==> src/rtl/counter_control_unit_if.sv <==
// Bundle of button, divider, limit-feedback and counter-control signals
// exchanged between the control front-end and its surroundings.
interface counter_control_unit_if #(
    parameter int DIV_WIDTH = 8
);
    logic                 DirButton;
    logic                 PauseButton;
    logic [DIV_WIDTH-1:0] Divide;
    logic                 LimitReachedFlag;
    logic                 ClkEnable;
    logic                 UpDownMode;
    logic                 Stop;
    logic                 DirChanged;

    modport master (
        output DirButton, PauseButton, Divide, LimitReachedFlag,
        input  ClkEnable, UpDownMode, Stop, DirChanged
    );

    modport slave (
        input  DirButton, PauseButton, Divide, LimitReachedFlag,
        output ClkEnable, UpDownMode, Stop, DirChanged
    );
endinterface

==> src/rtl/counter_control_unit.sv <==
// Control front-end for the up/down counter: button debounce, count-rate
// prescaler and the RUN/HOLD/PAUSED direction/pause state machine.
module counter_control_unit #(
    parameter int DEBOUNCE_CYCLES = 4,
    parameter int DIV_WIDTH       = 8,
    parameter int HOLD_TICKS      = 3,
    parameter int AUTO_REVERSE    = 1
) (
    input  logic                  Clk,
    input  logic                  Reset,
    counter_control_unit_if.slave bus
);
    localparam int DB_W   = $clog2(DEBOUNCE_CYCLES + 1);
    localparam int HOLD_W = $clog2(HOLD_TICKS + 1);

    typedef enum logic [1:0] {RUN, HOLD, PAUSED} state_t;

    // Index 0 is the direction button, index 1 the pause button.
    logic [1:0]      raw_btn;
    logic [1:0]      sync0;
    logic [1:0]      sync1;
    logic [1:0]      level;
    logic [1:0]      level_q;
    logic [1:0]      press;
    logic [DB_W-1:0] db_cnt [2];

    logic [DIV_WIDTH-1:0] pre_cnt;
    logic                 tick;

    state_t            state;
    logic [HOLD_W-1:0] hold_cnt;
    logic              lim_q;
    logic              lim_rise;
    logic              up_mode;
    logic              stop;
    logic              dir_changed;
    logic              dir_press;
    logic              pause_press;

    assign raw_btn     = {bus.PauseButton, bus.DirButton};
    assign dir_press   = press[0];
    assign pause_press = press[1];
    assign lim_rise    = bus.LimitReachedFlag & ~lim_q;

    // Press pulses are registered after the level flip, so a held button
    // acts DEBOUNCE_CYCLES+3 edges after it is first sampled.
    always_ff @(posedge Clk or negedge Reset) begin
        if (!Reset) begin
            sync0   <= '0;
            sync1   <= '0;
            level   <= '0;
            level_q <= '0;
            press   <= '0;
            for (int i = 0; i < 2; i++) begin
                db_cnt[i] <= '0;
            end
        end else begin
            sync0   <= raw_btn;
            sync1   <= sync0;
            level_q <= level;
            press   <= level & ~level_q;
            for (int i = 0; i < 2; i++) begin
                if (sync1[i] != level[i]) begin
                    if (db_cnt[i] == DB_W'(DEBOUNCE_CYCLES - 1)) begin
                        level[i]  <= ~level[i];
                        db_cnt[i] <= '0;
                    end else begin
                        db_cnt[i] <= db_cnt[i] + 1'b1;
                    end
                end else begin
                    db_cnt[i] <= '0;
                end
            end
        end
    end

    // The >= compare lets a lowered Divide wrap on the very next edge.
    always_ff @(posedge Clk or negedge Reset) begin
        if (!Reset) begin
            pre_cnt <= '0;
            tick    <= 1'b0;
        end else if (pre_cnt >= bus.Divide) begin
            pre_cnt <= '0;
            tick    <= 1'b1;
        end else begin
            pre_cnt <= pre_cnt + 1'b1;
            tick    <= 1'b0;
        end
    end

    always_ff @(posedge Clk or negedge Reset) begin
        if (!Reset) begin
            state       <= RUN;
            up_mode     <= 1'b1;
            stop        <= 1'b0;
            dir_changed <= 1'b0;
            hold_cnt    <= '0;
            lim_q       <= 1'b0;
        end else begin
            lim_q       <= bus.LimitReachedFlag;
            dir_changed <= 1'b0;
            if (dir_press) begin
                up_mode     <= ~up_mode;
                dir_changed <= 1'b1;
            end
            case (state)
                RUN: begin
                    if (pause_press) begin
                        state <= PAUSED;
                        stop  <= 1'b1;
                    end else if (AUTO_REVERSE != 0 && lim_rise) begin
                        state    <= HOLD;
                        stop     <= 1'b1;
                        hold_cnt <= '0;
                    end
                end
                HOLD: begin
                    // A manual direction press replaces the pending auto-reverse.
                    if (pause_press) begin
                        state <= PAUSED;
                    end else if (dir_press) begin
                        state <= RUN;
                        stop  <= 1'b0;
                    end else if (tick) begin
                        if (hold_cnt == HOLD_W'(HOLD_TICKS - 1)) begin
                            up_mode     <= ~up_mode;
                            dir_changed <= 1'b1;
                            state       <= RUN;
                            stop        <= 1'b0;
                            hold_cnt    <= '0;
                        end else begin
                            hold_cnt <= hold_cnt + 1'b1;
                        end
                    end
                end
                PAUSED: begin
                    if (pause_press) begin
                        state <= RUN;
                        stop  <= 1'b0;
                    end
                end
                default: begin
                    state <= RUN;
                    stop  <= 1'b0;
                end
            endcase
        end
    end

    assign bus.ClkEnable  = tick;
    assign bus.UpDownMode = up_mode;
    assign bus.Stop       = stop;
    assign bus.DirChanged = dir_changed;
endmodule

==> src/flat_wrapper.sv <==
// flat-port wrapper written by rule: the top's interface ports become plain ports
module counter_control_unit_flat 
#(
    parameter int DEBOUNCE_CYCLES = 4,
    parameter int DIV_WIDTH       = 8,
    parameter int HOLD_TICKS      = 3,
    parameter int AUTO_REVERSE    = 1
)
  (Clk, Reset, bus_DirButton, bus_PauseButton, bus_Divide, bus_LimitReachedFlag, bus_ClkEnable, bus_UpDownMode, bus_Stop, bus_DirChanged);
  counter_control_unit_if #(.DIV_WIDTH(DIV_WIDTH)) bus_i ();
  input  logic Clk;
  input  logic Reset;
  input wire logic [$bits(bus_i.DirButton)-1:0] bus_DirButton;
  input wire logic [$bits(bus_i.PauseButton)-1:0] bus_PauseButton;
  input wire logic [$bits(bus_i.Divide)-1:0] bus_Divide;
  input wire logic [$bits(bus_i.LimitReachedFlag)-1:0] bus_LimitReachedFlag;
  output wire logic [$bits(bus_i.ClkEnable)-1:0] bus_ClkEnable;
  output wire logic [$bits(bus_i.UpDownMode)-1:0] bus_UpDownMode;
  output wire logic [$bits(bus_i.Stop)-1:0] bus_Stop;
  output wire logic [$bits(bus_i.DirChanged)-1:0] bus_DirChanged;
  assign bus_i.DirButton = bus_DirButton;
  assign bus_i.PauseButton = bus_PauseButton;
  assign bus_i.Divide = bus_Divide;
  assign bus_i.LimitReachedFlag = bus_LimitReachedFlag;
  assign bus_ClkEnable = bus_i.ClkEnable;
  assign bus_UpDownMode = bus_i.UpDownMode;
  assign bus_Stop = bus_i.Stop;
  assign bus_DirChanged = bus_i.DirChanged;
  counter_control_unit #(.DEBOUNCE_CYCLES(DEBOUNCE_CYCLES), .DIV_WIDTH(DIV_WIDTH), .HOLD_TICKS(HOLD_TICKS), .AUTO_REVERSE(AUTO_REVERSE)) u_core (.Clk(Clk), .Reset(Reset), .bus(bus_i));
endmodule
==> config.mk <==
export PLATFORM = sky130hd
export DESIGN_NAME = counter_control_unit_flat
export DESIGN_NICKNAME = d
export VERILOG_FILES = /design/src/rtl/counter_control_unit_if.sv /design/src/rtl/counter_control_unit.sv /design/src/flat_wrapper.sv
export SDC_FILE = /design/constraint.sdc
export NUM_CORES = 1
export LEC_CHECK = 0
export BUFFER_PORTS_ARGS = -buffer_cell sky130_fd_sc_hd__buf_2
export CAP_MARGIN = 15
export CORE_UTILIZATION = 45
export CTS_CLUSTER_DIAMETER = 40
export CTS_CLUSTER_SIZE = 24
export DETAILED_ROUTE_END_ITERATION = 10
export PLACE_DENSITY = 0.66
export SYNTH_ARGS = -nofsm -noshare
export SYNTH_HDL_FRONTEND = slang
export SYNTH_SLANG_ARGS = --single-unit
==> constraint.sdc <==
create_clock -name Clk -period 1.6 [get_ports Clk]
set_clock_uncertainty 0.2 [all_clocks]
set_input_delay 0.32 -clock Clk [delete_from_list [all_inputs] [get_ports Clk]]
set_output_delay 0.32 -clock Clk [all_outputs]
set_load 0.02 [all_outputs]
==> flow_summary.ini <==
[timing]
rsz0062_at_grt = true
setup_tns_ps = -849.6
maxSlewViolCount = 0
fmax_mhz = 580.9
layout_setup_ws_ps = -121.4
post-route-period-util_pct = 107.6
worst_pin_slew_ps = 390.3
finalSetupViolCount = 9
min_period_ps = 1721
hold_viol = 0
relSlewSlack_pct = 73.98

[cts]
numCtsBuffers = 5
clockBufferDepth = 2
post_cts_buffers = 0
clkLatencyLatePin_ps = 320
cts_tree = yes
htree_levels = 2
cts.sinks = 33
cts_root_buf = clkbuf_4
path_clk_slew_ps = 90

[floorplan]
num_rows = 20
die_x_um = 59.21
die_y_um = 59.21
initial_core_util_pct = 47.85
io_pins = 17
core_mm2 = 0.003078
die_area_mm2 = 0.003505

[worst_setup_path]
cp-start-kind = flop
end_kind = flop
required_ps = 1660
crit_type = flop to flop
cp.arrival_ps = 1780
crit_fanout = 9

[detailed_routing]
drc = 0
wire_per_inst_um = 11.25
first_pass_iters = 4
detail-route-antenna-nets = 0
num_vias = 984
drt-total-wl_um = 2261
vias_per_cell = 4.896
drt_iter0_drc = 37

[min_path]
min_path_type = flop to flop

[place]
dp_hpwl_um = 1675
gp_congestion = 0.7584
postPlaceCellArea_mm2 = 0.001708
post-place-ws_ps = -187.8
port_buffers = 16

[cells_and_area]
areaGrowthSynthToFinish_pct = 25.15
design_area_mm2 = 0.001843
final_nets = 180
drive_gt1_share_pct = 30.57
diodes = 0

[yosys]
ys_seq_area_share_pct = 56.16
synth_cells = 118
ys_types = 31
synth-edff-count = 0
synth_flop_cell = dfrtp_1
yosysWarnings = 0
synth.cell_area_mm2 = 0.001473
avgSynthCellArea_um2 = 12.48
synth-seq-cells = 33
syn_nets = 142
async_flop_share_pct = 100.0

[power]
power_density_mw_per_mm2 = 1581
ir_drop_uv = 740.3
p_leak_nw = 0.9096
power_mw = 2.914

[grt]
grt_max_degree = 34
gr-total-overflow = 0
grt_pass1_vias = 993
grt_antenna_before_repair = 0
grt_usage_pct = 15.77
grt_pass1_wl_um = 3933

[job]
cap_violations = 0

[run_status]
outcome = finished, violations left
violations = setup timing
cells in the mapped netlist, types with 2 or more instances:
cell / count / area [um^2]
and3_1: 3 / 18.77
dfrtp_1: 32 / 800.8
ha_1: 11 / 137.6
inv_1: 9 / 33.78
mux2_2: 3 / 33.78
nand2b_1: 2 / 12.51
nand3_1: 4 / 20.02
nor2_1: 13 / 48.80
nor2b_1: 5 / 31.28
nor3_1: 3 / 15.01
nor3b_1: 5 / 37.54
o21ai_2: 2 / 17.52
xnor2_1: 4 / 35.03
xor2_1: 5 / 43.79
through the flow:
stage,instances,hold slack [ps],util (%)
4_1_cts,201,155.1,59.11
6_report,201,153.8,59.88
3_5_place_dp,189,134.7,55.49
2_1_floorplan,118,-175.6,-
3_3_place_gp,189,132.8,55.49
5_1_grt,201,166.6,59.88
cells in the final DEF (no fill, tap or decap), types with 2 or more instances in the layout:
cell,count
mux2_2,3
ha_1,9
nor2b_1,5
buf_4,11
dfrtp_1,32
clkbuf_1,2
nor3b_2,2
nand3_1,4
xnor2_1,4
nor2_1,13
xor2_1,5
and3_1,2
dlygate4sd3_1,4
clkbuf_4,5
ha_4,2
inv_1,9
nand2b_1,2
buf_2,16
nor3b_1,4
nor3_1,3
state kept, by name, summed over array words and instances, names as in the netlist:
register	cells
u_core.bus.Stop	1
u_core.press	2
u_core.sync0	2
u_core.bus.ClkEnable	1
u_core.state	2
u_core.hold_cnt	2
u_core.level	2
u_core.sync1	2
u_core.lim_q	1
u_core.db_cnt	6
u_core.pre_cnt	8
u_core.level_q	2
u_core.bus.DirChanged	1
u_core.bus.UpDownMode	1
final cells by class:
class / count / area [um^2]
Timing Repair Buffer: 31 / 202.7
Fill cell: 262 / 1235
Sequential cell: 33 / 827.0
Multi-Input combinational cell: 76 / 665.6
Tap cell: 44 / 55.05
Clock buffer: 8 / 58.81
Inverter: 9 / 33.78
critical path: stages (launching register included):
cell      delay (ps)
dfrtp_1          400
ha_1             280
and3_4           190
a221oi_4         310
o21ai_4          140
nor2_1           140
metal layers:
| metal | vias to the layer above | part of all wire [%] | global-route usage [%] |
|---|---|---|---|
| met5 | - | 0 | 0 |
| met4 | 0 | 2.9 | 10.54 |
| met3 | 9 | 4.5 | 5.677 |
| met2 | 21 | 48 | 25.68 |
| met1 | 470 | 44 | 17.17 |
| li1 | 484 | - | - |
cells by family after synthesis:
group	Yosys count	share of synthesized area, %
flip-flops	33	56.16
buffers and inverters	9	2.294
adder cells (fa/ha/maj)	11	9.346
XOR/XNOR	9	5.352
AO/OA/AOI/OAI	13	8.751
AND/OR/NAND/NOR	39	15.12
multiplexers	4	2.974
path summary, 6_finish.rpt:
check | from | to | slack (ps) | cells after the start
worst min register to register | u_core.sync0[1]$_DFF_PN0_ | u_core.sync1[1]$_DFF_PN0_ | 150 | 0
worst max-delay path | u_core.pre_cnt[5]$_DFF_PN0_ | u_core.pre_cnt[0]$_DFF_PN0_ | -120 | 5
worst max register to register | u_core.pre_cnt[5]$_DFF_PN0_ | u_core.pre_cnt[0]$_DFF_PN0_ | -120 | 5
max in group asynchronous | Reset | u_core.bus.UpDownMode$_DFF_PN1_ | 550 | 3
worst min-delay path | u_core.sync0[1]$_DFF_PN0_ | u_core.sync1[1]$_DFF_PN0_ | 150 | 0
min in group asynchronous | Reset | u_core.pre_cnt[7]$_DFF_PN0_ | 340 | 3
power by group:
| part | internal [mW] | switching [mW] | leakage [nW] |
|---|---|---|---|
| Sequential | 1.13 | 0.217 | 0.416 |
| Combinational | 0.588 | 0.526 | 0.461 |
| Clock | 0.216 | 0.241 | 0.0326 |
what timing repair did:
action	in CTS	in global routing
gates resized for setup	1	3
endpoints found under the hold margin	35	0
hold buffers	4	0
setup endpoints to repair	9	10
pin swaps	1	0
Power figures use the tool's default switching activity.
